File: config.mk
export PLATFORM = sky130hd
export DESIGN_NAME = glitcbus_master
export DESIGN_NICKNAME = d
export VERILOG_FILES = /design/src/rtl/glitcbus_master.sv
export SDC_FILE = /design/constraint.sdc
export NUM_CORES = 1
export LEC_CHECK = 0
export ABC_CLOCK_PERIOD_IN_PS = 2800
export BUFFER_PORTS_ARGS = -buffer_cell sky130_fd_sc_hd__buf_4
export CAP_MARGIN = 10
export CORE_UTILIZATION = 45
export DETAILED_ROUTE_END_ITERATION = 7
export MAX_ROUTING_LAYER = met4
export PLACE_DENSITY = 0.68
export SLEW_MARGIN = 10
export SYNTH_ARGS = -nofsm -noshare
export SYNTH_HDL_FRONTEND = slang
export SYNTH_SLANG_ARGS = --single-unit
export TNS_END_PERCENT = 100
File: constraint.sdc
create_clock -name clk_i -period 2.8 [get_ports clk_i]
set_input_delay 0.28 -clock clk_i [delete_from_list [all_inputs] [get_ports clk_i]]
set_output_delay 0.28 -clock clk_i [all_outputs]
set_load 0.05 [all_outputs]
File: src/rtl/glitcbus_master.sv
// glitcbus_master
//   Converts single 32-bit register read/write requests into byte-serial
//   GLITCBUS transactions. Bus timing is paced by ce_i, the half-rate enable
//   from the GLITCBUS clock generator, so each FSM state lasts one bus cycle.
//
// Ports:
//   clk_i, rst_i        clock, synchronous active-high reset
//   ce_i                bus-cycle enable (one clk_i wide)
//   req_i, wr_i         request strobe and direction (1=write)
//   glitc_i, addr_i     target GLITC index and register address
//   wdata_i             write data
//   busy_o, ack_o       transaction pending/in progress, completion pulse
//   rdata_o             read data, valid with ack_o, held until the next read
//   gsel_b_o            active-low per-GLITC selects
//   grdwr_b_o           1=read, 0=write
//   gad_o, gad_oe_o     address/data byte out and its output enable
//   gad_i               address/data byte in (registered at the pad)
module glitcbus_master #(
  parameter int NUM_GLITC      = 4,
  parameter int TIMEOUT_UNUSED = 0
) (
  input  logic                 clk_i,
  input  logic                 rst_i,
  input  logic                 ce_i,
  input  logic                 req_i,
  input  logic                 wr_i,
  input  logic [1:0]           glitc_i,
  input  logic [7:0]           addr_i,
  input  logic [31:0]          wdata_i,
  output logic                 busy_o,
  output logic                 ack_o,
  output logic [31:0]          rdata_o,
  output logic [NUM_GLITC-1:0] gsel_b_o,
  output logic                 grdwr_b_o,
  output logic [7:0]           gad_o,
  output logic                 gad_oe_o,
  input  logic [7:0]           gad_i
);

  typedef enum logic [3:0] {
    S_IDLE, S_ADDR, S_WD0, S_WD1, S_WD2, S_WD3,
    S_TURN, S_RD0, S_RD1, S_RD2, S_RD3, S_GAP
  } state_t;

  state_t state_reg, state_next;

  logic                 pending_reg, busy_reg, ack_reg;
  logic                 wr_reg;
  logic [1:0]           glitc_reg;
  logic [7:0]           addr_reg;
  logic [31:0]          wdata_reg;
  logic [23:0]          rbuf_reg;
  logic [31:0]          rdata_reg;
  logic [NUM_GLITC-1:0] gsel_b_reg, gsel_b_next, sel_b;
  logic                 grdwr_b_reg, grdwr_b_next;
  logic [7:0]           gad_reg, gad_next;
  logic                 oe_reg, oe_next;
  logic                 accept, in_range;

  // No timeout logic exists; the parameter is kept only for interface
  // compatibility and is expected to stay 0.
  if (TIMEOUT_UNUSED != 0) begin : g_timeout_reserved
  end

  assign accept   = req_i && !busy_reg;
  assign in_range = int'(glitc_reg) < NUM_GLITC;

  // Select pattern for the latched target; an out-of-range index matches no
  // bit, so the transaction runs with every select left high.
  for (genvar gi = 0; gi < NUM_GLITC; gi++) begin : g_sel
    assign sel_b[gi] = (glitc_reg != 2'(gi));
  end

  // Request capture. busy covers the wait for the bus plus the whole
  // transaction including GAP.
  always_ff @(posedge clk_i) begin
    if (rst_i) begin
      pending_reg <= 1'b0;
      busy_reg    <= 1'b0;
      wr_reg      <= 1'b0;
      glitc_reg   <= 2'd0;
      addr_reg    <= 8'd0;
      wdata_reg   <= 32'd0;
    end else begin
      if (accept) begin
        pending_reg <= 1'b1;
        busy_reg    <= 1'b1;
        wr_reg      <= wr_i;
        glitc_reg   <= glitc_i;
        addr_reg    <= addr_i;
        wdata_reg   <= wdata_i;
      end
      if (ce_i && state_reg == S_IDLE && pending_reg) pending_reg <= 1'b0;
      if (ce_i && state_reg == S_GAP) busy_reg <= 1'b0;
    end
  end

  // Next state, and the bus outputs belonging to the state being entered.
  always_comb begin
    state_next = state_reg;
    case (state_reg)
      S_IDLE:  if (pending_reg) state_next = S_ADDR;
      S_ADDR:  state_next = wr_reg ? S_WD0 : S_TURN;
      S_WD0:   state_next = S_WD1;
      S_WD1:   state_next = S_WD2;
      S_WD2:   state_next = S_WD3;
      S_WD3:   state_next = S_GAP;
      S_TURN:  state_next = S_RD0;
      S_RD0:   state_next = S_RD1;
      S_RD1:   state_next = S_RD2;
      S_RD2:   state_next = S_RD3;
      S_RD3:   state_next = S_GAP;
      S_GAP:   state_next = S_IDLE;
      default: state_next = S_IDLE;
    endcase

    gsel_b_next  = '1;
    grdwr_b_next = 1'b1;
    gad_next     = gad_reg;   // GAD keeps its last value while not driven
    oe_next      = 1'b0;
    case (state_next)
      S_ADDR: begin
        gsel_b_next  = sel_b;
        grdwr_b_next = ~wr_reg;
        gad_next     = addr_reg;
        oe_next      = 1'b1;
      end
      S_WD0, S_WD1, S_WD2, S_WD3: begin
        gsel_b_next  = sel_b;
        grdwr_b_next = ~wr_reg;
        oe_next      = 1'b1;
        case (state_next)
          S_WD0:   gad_next = wdata_reg[7:0];
          S_WD1:   gad_next = wdata_reg[15:8];
          S_WD2:   gad_next = wdata_reg[23:16];
          default: gad_next = wdata_reg[31:24];
        endcase
      end
      S_TURN, S_RD0, S_RD1, S_RD2, S_RD3: begin
        gsel_b_next  = sel_b;
        grdwr_b_next = ~wr_reg;
      end
      default: ;
    endcase
  end

  always_ff @(posedge clk_i) begin
    if (rst_i) begin
      state_reg   <= S_IDLE;
      gsel_b_reg  <= '1;
      grdwr_b_reg <= 1'b1;
      gad_reg     <= 8'd0;
      oe_reg      <= 1'b0;
      ack_reg     <= 1'b0;
      rbuf_reg    <= 24'd0;
      rdata_reg   <= 32'd0;
    end else begin
      ack_reg <= 1'b0;
      if (ce_i) begin
        state_reg   <= state_next;
        gsel_b_reg  <= gsel_b_next;
        grdwr_b_reg <= grdwr_b_next;
        gad_reg     <= gad_next;
        oe_reg      <= oe_next;
        // Each read byte is sampled on the edge that ends its beat.
        case (state_reg)
          S_RD0: rbuf_reg[7:0]   <= gad_i;
          S_RD1: rbuf_reg[15:8]  <= gad_i;
          S_RD2: rbuf_reg[23:16] <= gad_i;
          S_RD3: begin
            ack_reg   <= 1'b1;
            rdata_reg <= in_range ? {gad_i, rbuf_reg} : 32'hFFFF_FFFF;
          end
          S_WD3: ack_reg <= 1'b1;
          default: ;
        endcase
      end
    end
  end

  assign busy_o    = busy_reg;
  assign ack_o     = ack_reg;
  assign rdata_o   = rdata_reg;
  assign gsel_b_o  = gsel_b_reg;
  assign grdwr_b_o = grdwr_b_reg;
  assign gad_o     = gad_reg;
  assign gad_oe_o  = oe_reg;

endmodule

# Word level (Yosys, flattened, before mapping)
# Cells that the tools add are included.
dict set report op_classes {
  n_eq_ne 24
  n_mux 9
  reduce_logical 20
  bitwise 2
}
# op n
set op_table {}
lappend op_table {{one-hot mux 4 bit (10 select lines)} 1}
lappend op_table {{== test 4 x 3 -> 1 bit, second input constant} 8}
lappend op_table {{== test 4 bit, second input constant} 7}
lappend op_table {{one-hot mux 8 bit (3 select lines)} 1}
lappend op_table {{== test 4 x 2 -> 1 bit, second input constant} 4}
lappend op_table {{one-hot mux 8 bit (2 select lines)} 1}
lappend op_table {{AND reduction 2 bit} 5}
lappend op_table {{OR reduction 10 bit} 1}
lappend op_table {{== test 4 x 1 -> 1 bit, second input constant} 2}
lappend op_table {{2-to-1 mux 4 bit} 2}
lappend op_table {{OR reduction 2 bit} 4}
lappend op_table {{OR reduction 5 bit} 1}
lappend op_table {{logical AND 1 bit} 4}
lappend op_table {{logical NOT 4 bit} 1}
lappend op_table {{inequality test 2 bit, second input constant} 2}
lappend op_table {{nonzero test 2 bit} 2}
lappend op_table {{OR reduction 4 bit} 1}
lappend op_table {{2-to-1 mux 1 bit} 3}
lappend op_table {{2-to-1 mux 3 bit} 1}
lappend op_table {{inequality test 2 x 1 -> 1 bit, second input constant} 1}
lappend op_table {{inverter 1 bit} 2}
lappend op_table {{logical NOT 1 bit} 1}
dict set report word_totals {
  in_bits 55
  out_inout_bits 48
  ff_bits 120
  elab_cells 71
}

# Depth between registers and ports, before layout
dict set report depth {
  ltp_word 7
  depth_mapped 7
  depth_no_buf 4
}

# Worst setup path after synthesis
# OpenSTA, ideal clock, no wires.
dict set report synth_path {
  path_kind {flip-flop to flip-flop}
  startpoint {reg busy_reg (netlist: busy_o)}
  endpoint {reg addr_reg[0]}
  t_arrival_ps 1475
  n_path_buf 2
  synth_period_minus_slack_ps 1545
  setup_ps 70
  t_required_ps 2730
  setup_slack_ps 1255
  path_stages_with_launch 6
  path_cell_list {dfxtp_1 -> nand2b_1 -> clkbuf_1 -> clkbuf_1 -> nand2_1 -> a21oi_1}
}
dict set report synth_between {
  elab_chain_cells 2
}
# item line
set synth_rtl {}
lappend synth_rtl {{start, declared} 47} ;# logic pending_reg, busy_reg, ack_reg;
lappend synth_rtl {{start signal, assigned} 79} ;# busy_reg <= 1'b0;
lappend synth_rtl {{start signal, assigned} 87} ;# busy_reg <= 1'b1;
lappend synth_rtl {{start signal, assigned} 94} ;# if (ce_i && state_reg == S_GAP) busy_reg <= 1'b0;
lappend synth_rtl {{logical NOT 1 bit} 65} ;# assign accept = req_i && !busy_reg;
lappend synth_rtl {{logical AND 1 bit} 65}
lappend synth_rtl {{end signal, assigned} 90} ;# addr_reg <= addr_i;
lappend synth_rtl {{end, declared} 50} ;# logic [7:0] addr_reg;
# Every way passes these cells.
# A chain may end at the register's enable or synchronous reset.

# Worst setup path in the final report
dict set report layout_path {
  startpoint {reg state_reg[1]}
  endpoint {reg gad_reg[3] (netlist: gad_o[3])}
}
dict set report layout_between {
  elab_chain_cells 7
  elab_cells_between_ends 24
  classes_between {eq/ne (15); mux (4); reduce/logical (5)}
}
# item line
set layout_rtl {}
lappend layout_rtl {{start, declared} 45} ;# state_t state_reg, state_next;
lappend layout_rtl {{start signal, assigned} 160} ;# state_reg <= state_next;
lappend layout_rtl {{== test 4 bit or == test 4 x 3 -> 1 bit (tied branches)} 101} ;# case (state_reg)
lappend layout_rtl {{OR reduction 2 bit (no source line)} -}
lappend layout_rtl {{one-hot mux 4 bit (10 select lines) *} 101}
lappend layout_rtl {{== test 4 x 3 -> 1 bit (tied with other cells)} {121, 132}}
lappend layout_rtl {{OR reduction 4 bit} -}
lappend layout_rtl {{nonzero test 2 bit (no source line)} -}
lappend layout_rtl {{AND reduction 2 bit (no source line)} -}
lappend layout_rtl {{end signal, assigned} 163} ;# gad_reg <= gad_next;
lappend layout_rtl {{end, declared} 56} ;# logic [7:0] gad_reg, gad_next;
# Mark *: on every way between the ends. The rest lies on a longest branch, timed or not.

==> flow_metrics.env <==
export IMPL_status="finished, final reports clean"
export IMPL_hp_class="in2reg"
export IMPL_first_pass_iters=4
export IMPL_grt_util_all_layers=0.2300
export IMPL_diodes=0
export IMPL_vias=4185
export IMPL_startpoint_type="flip-flop"
export IMPL_grt_pass1_vias=3994
export IMPL_cts_sinks=120
export IMPL_slew_violations=0
export IMPL_slew_headroom=0.4408
export IMPL_hold_violations=0
export IMPL_die_x_um=104.1
export IMPL_cp_data_required_time_ns=3.20
export IMPL_cts_max_path_buffers=2
export IMPL_comb_power_share=0.079
export IMPL_critical_path_top_delay_family="simple AND/OR/NAND/NOR gates"
export IMPL_post_cts_resize_count=0
export IMPL_ys_warn_count=0
export IMPL_hold_path_depth=3
export IMPL_vias_per_cell=5.199
export IMPL_grt_max_degree=84
export IMPL_worstRegToRegCells=4
export IMPL_fmax_ghz=0.4782
export IMPL_yosys_cell_types_count=41
export IMPL_cp_max_fo=23
export IMPL_seqPwrFrac=0.405
export IMPL_synth_nets=629
export IMPL_cellPowerDensity_nw_per_um2=723.9
export IMPL_clkLatencyLatePin_ns=0.51
export IMPL_synth_area_per_cell_um2=8.165
export IMPL_netlist_area_um2=4687
export IMPL_tightest_slew_ns=0.8388
export IMPL_antenna_found_initial=0
export IMPL_rsz0062_at_grt="no"
export IMPL_cts_tree="yes"
export IMPL_drtIter0Drc=175
export IMPL_path_depth=4
export IMPL_overflow=0
export IMPL_grt_pass1_wl_um=19400
export IMPL_fin_hold_ws_ns=0.01204
export IMPL_p_leak_uw=0.002469
export IMPL_switchingPower_uw=1078
export IMPL_nNetsFinal=714
export IMPL_core_area_um2=9955
export IMPL_p_sw_frac=0.2427
export IMPL_worstPathArrival_ns=2.49
export IMPL_routedWlPerCell_um=14.26
export IMPL_critical_path_buf_inv_count=0
export IMPL_fillers=902
export IMPL_placed_cell_area_um2=5487
export IMPL_die_area_um2=10830
export IMPL_area_growth_syn_to_layout_pct=30.89
export IMPL_drtAntennaViolNets=0
export IMPL_crit_chain="nor2_1, and2_1, nor3_1, o41ai_1"
export IMPL_die_h_um=104.1
export IMPL_ios=103
export IMPL_drive_above_1_share=0.2262
export IMPL_setup_violations=0
export IMPL_cts_root_buf="clkbuf_8"
export IMPL_max_stage_delay_ns=0.58
export IMPL_end_kind="flip-flop"
export IMPL_initial_utilization=0.4708
export IMPL_totalPowerFinal_uw=4441
export IMPL_fin_skew_ns=0.01049
export IMPL_ys_ff_latch=120
export IMPL_stdcell_area_um2=6135
export IMPL_dp_hpwl_um=7676
export IMPL_cts_setup_buffers=0
export IMPL_port_buffers=102
export IMPL_synthCells=574
export IMPL_intPower_uw=3363
export IMPL_place_congestion=0.9109
export IMPL_cts_buffers_inserted=17
export IMPL_ys_seq_area_frac=0.5125
export IMPL_critPathSlowestCell="nor2_1"
export IMPL_drv_cap=0
export IMPL_htreeDepth=4
export IMPL_setup_tns_final_ns=0
export IMPL_clk_transition_reported_paths_ns=0.06
export IMPL_fp_row_count=36
export IMPL_drcViolationCount=0
export IMPL_peakVddDrop_v=0.0004643
export IMPL_fin_crit_ns=2.091
export IMPL_crit_type="reg2reg"
export IMPL_share_clk_of_total_power=0.516
export IMPL_routed_wl_um=11480
export IMPL_finalCritPeriodShare=0.7469
[area by class of cell]
class,count,area (um^2),share of cell area
sequential,120,2402,0.3916
multi-input combinational,407,2083,0.3396
timing repair buffer,110,843.3,0.1375
clock buffer,17,414.1,0.06751
clock inverter,15,214.0,0.03488
tap,133,166.4,0.02713
inverter,3,11.26,0.001836
[worst min-delay path, cell delays in order]
cell and delay (ns):
buf_4 0.11, nand2_1 0.04, a21oi_1 0.05
[cells in the mapped netlist (all sizes together)]
master   number  share of area
mux2i        20          0.043
a211oi        1         0.0016
clkbuf       27          0.022
or4           2         0.0032
a32oi         1         0.0019
and2          4         0.0053
o21bai        4         0.0064
a221oi        7          0.013
o21ai         5         0.0053
inv           3         0.0024
mux2          4         0.0096
and3b         1         0.0019
a311oi        4         0.0075
nand2b        3         0.0045
and2b         2         0.0032
o2111a        1         0.0027
nor3          9         0.0096
nand3        13          0.014
o2111ai       2         0.0037
and3          2         0.0027
nor2b         2         0.0027
nand4         2         0.0040
buf          17          0.019
o21ba         1         0.0021
nor2         41          0.033
or3b          1         0.0024
dfxtp       120           0.51
nand3b        5         0.0080
a21o          1         0.0016
nand2       169           0.14
o41ai         5          0.011
a21oi        90          0.097
o22ai         1         0.0013
o32ai         1         0.0019
nor4          1         0.0013
nor4b         2         0.0037
[cells in the final DEF (no fill, tap or decap), types with 3 or more instances in the layout]
master	netlist	routed
buf_4	0	107
a221oi_1	7	7
nor2_1	41	41
nand3_1	13	13
o41ai_1	4	4
inv_6	0	5
mux2i_1	20	20
and2_1	4	4
a311oi_1	4	4
dfxtp_1	120	120
nand3b_1	5	5
clkinv_4	0	4
mux2_2	4	4
inv_1	3	3
bufinv_16	0	4
a21oi_1	89	89
nand2_1	169	169
o21ai_0	5	5
o21bai_1	4	4
clkbuf_16	0	16
nor3_1	9	9
[per-stage QoR]
step                      cells  utilization  worst slack (ns)
final                       805       0.6163            0.7088
after detailed placement    771       0.5512            0.7378
after global routing        805       0.6163            0.5127
after CTS                   805       0.6163            0.7192
after floorplan             574            -             1.255
after global placement      771       0.5512            0.8440
[power by group through the flow]
| stage | sequential (uW) | combinational [uW] | clock (uW) |
|---|---|---|---|
| after floorplan | 1860 | 186 | 0 |
| after global placement | 1840 | 341 | 0 |
| after detailed placement | 1840 | 348 | 0 |
| after CTS | 1800 | 352 | 2310 |
| after global routing | 1810 | 385 | 2410 |
| final | 1800 | 351 | 2290 |
[logic make-up after synthesis]
group / share of synthesized area
and+or+nand+nor: 0.2346
muxes: 0.05232
DFF: 0.5125
buffers and inverters: 0.04351
AOI/OAI and AO/OA: 0.1570
[routing by layer]
metal | up-vias | global-route usage | share of wire
li1 | 2110 | - | -
met1 | 1958 | 0.2839 | 0.46
met2 | 101 | 0.3676 | 0.48
met3 | 16 | 0.04825 | 0.035
met4 | 0 | 0.09184 | 0.022
met5 | - | - | 0
[what timing repair did]
item,CTS,global route
hold endpoints to repair,2,0
hold buffers,2,0
endpoints found under the setup margin,0,0
[final timing paths]
| check | start | endpoint | slack [ns] |
|---|---|---|---|
| setup reg to reg | state_reg[1] | gad_o[3] | 0.71 |
| setup / recovery | state_reg[1] | gad_o[3] | 0.71 |
| hold reg to reg | rbuf_reg[12] | rdata_o[12] | 0.45 |
| hold / removal | wdata_i[24] | wdata_reg[24] | 0.01 |
(Power assumes the default switching activity.)
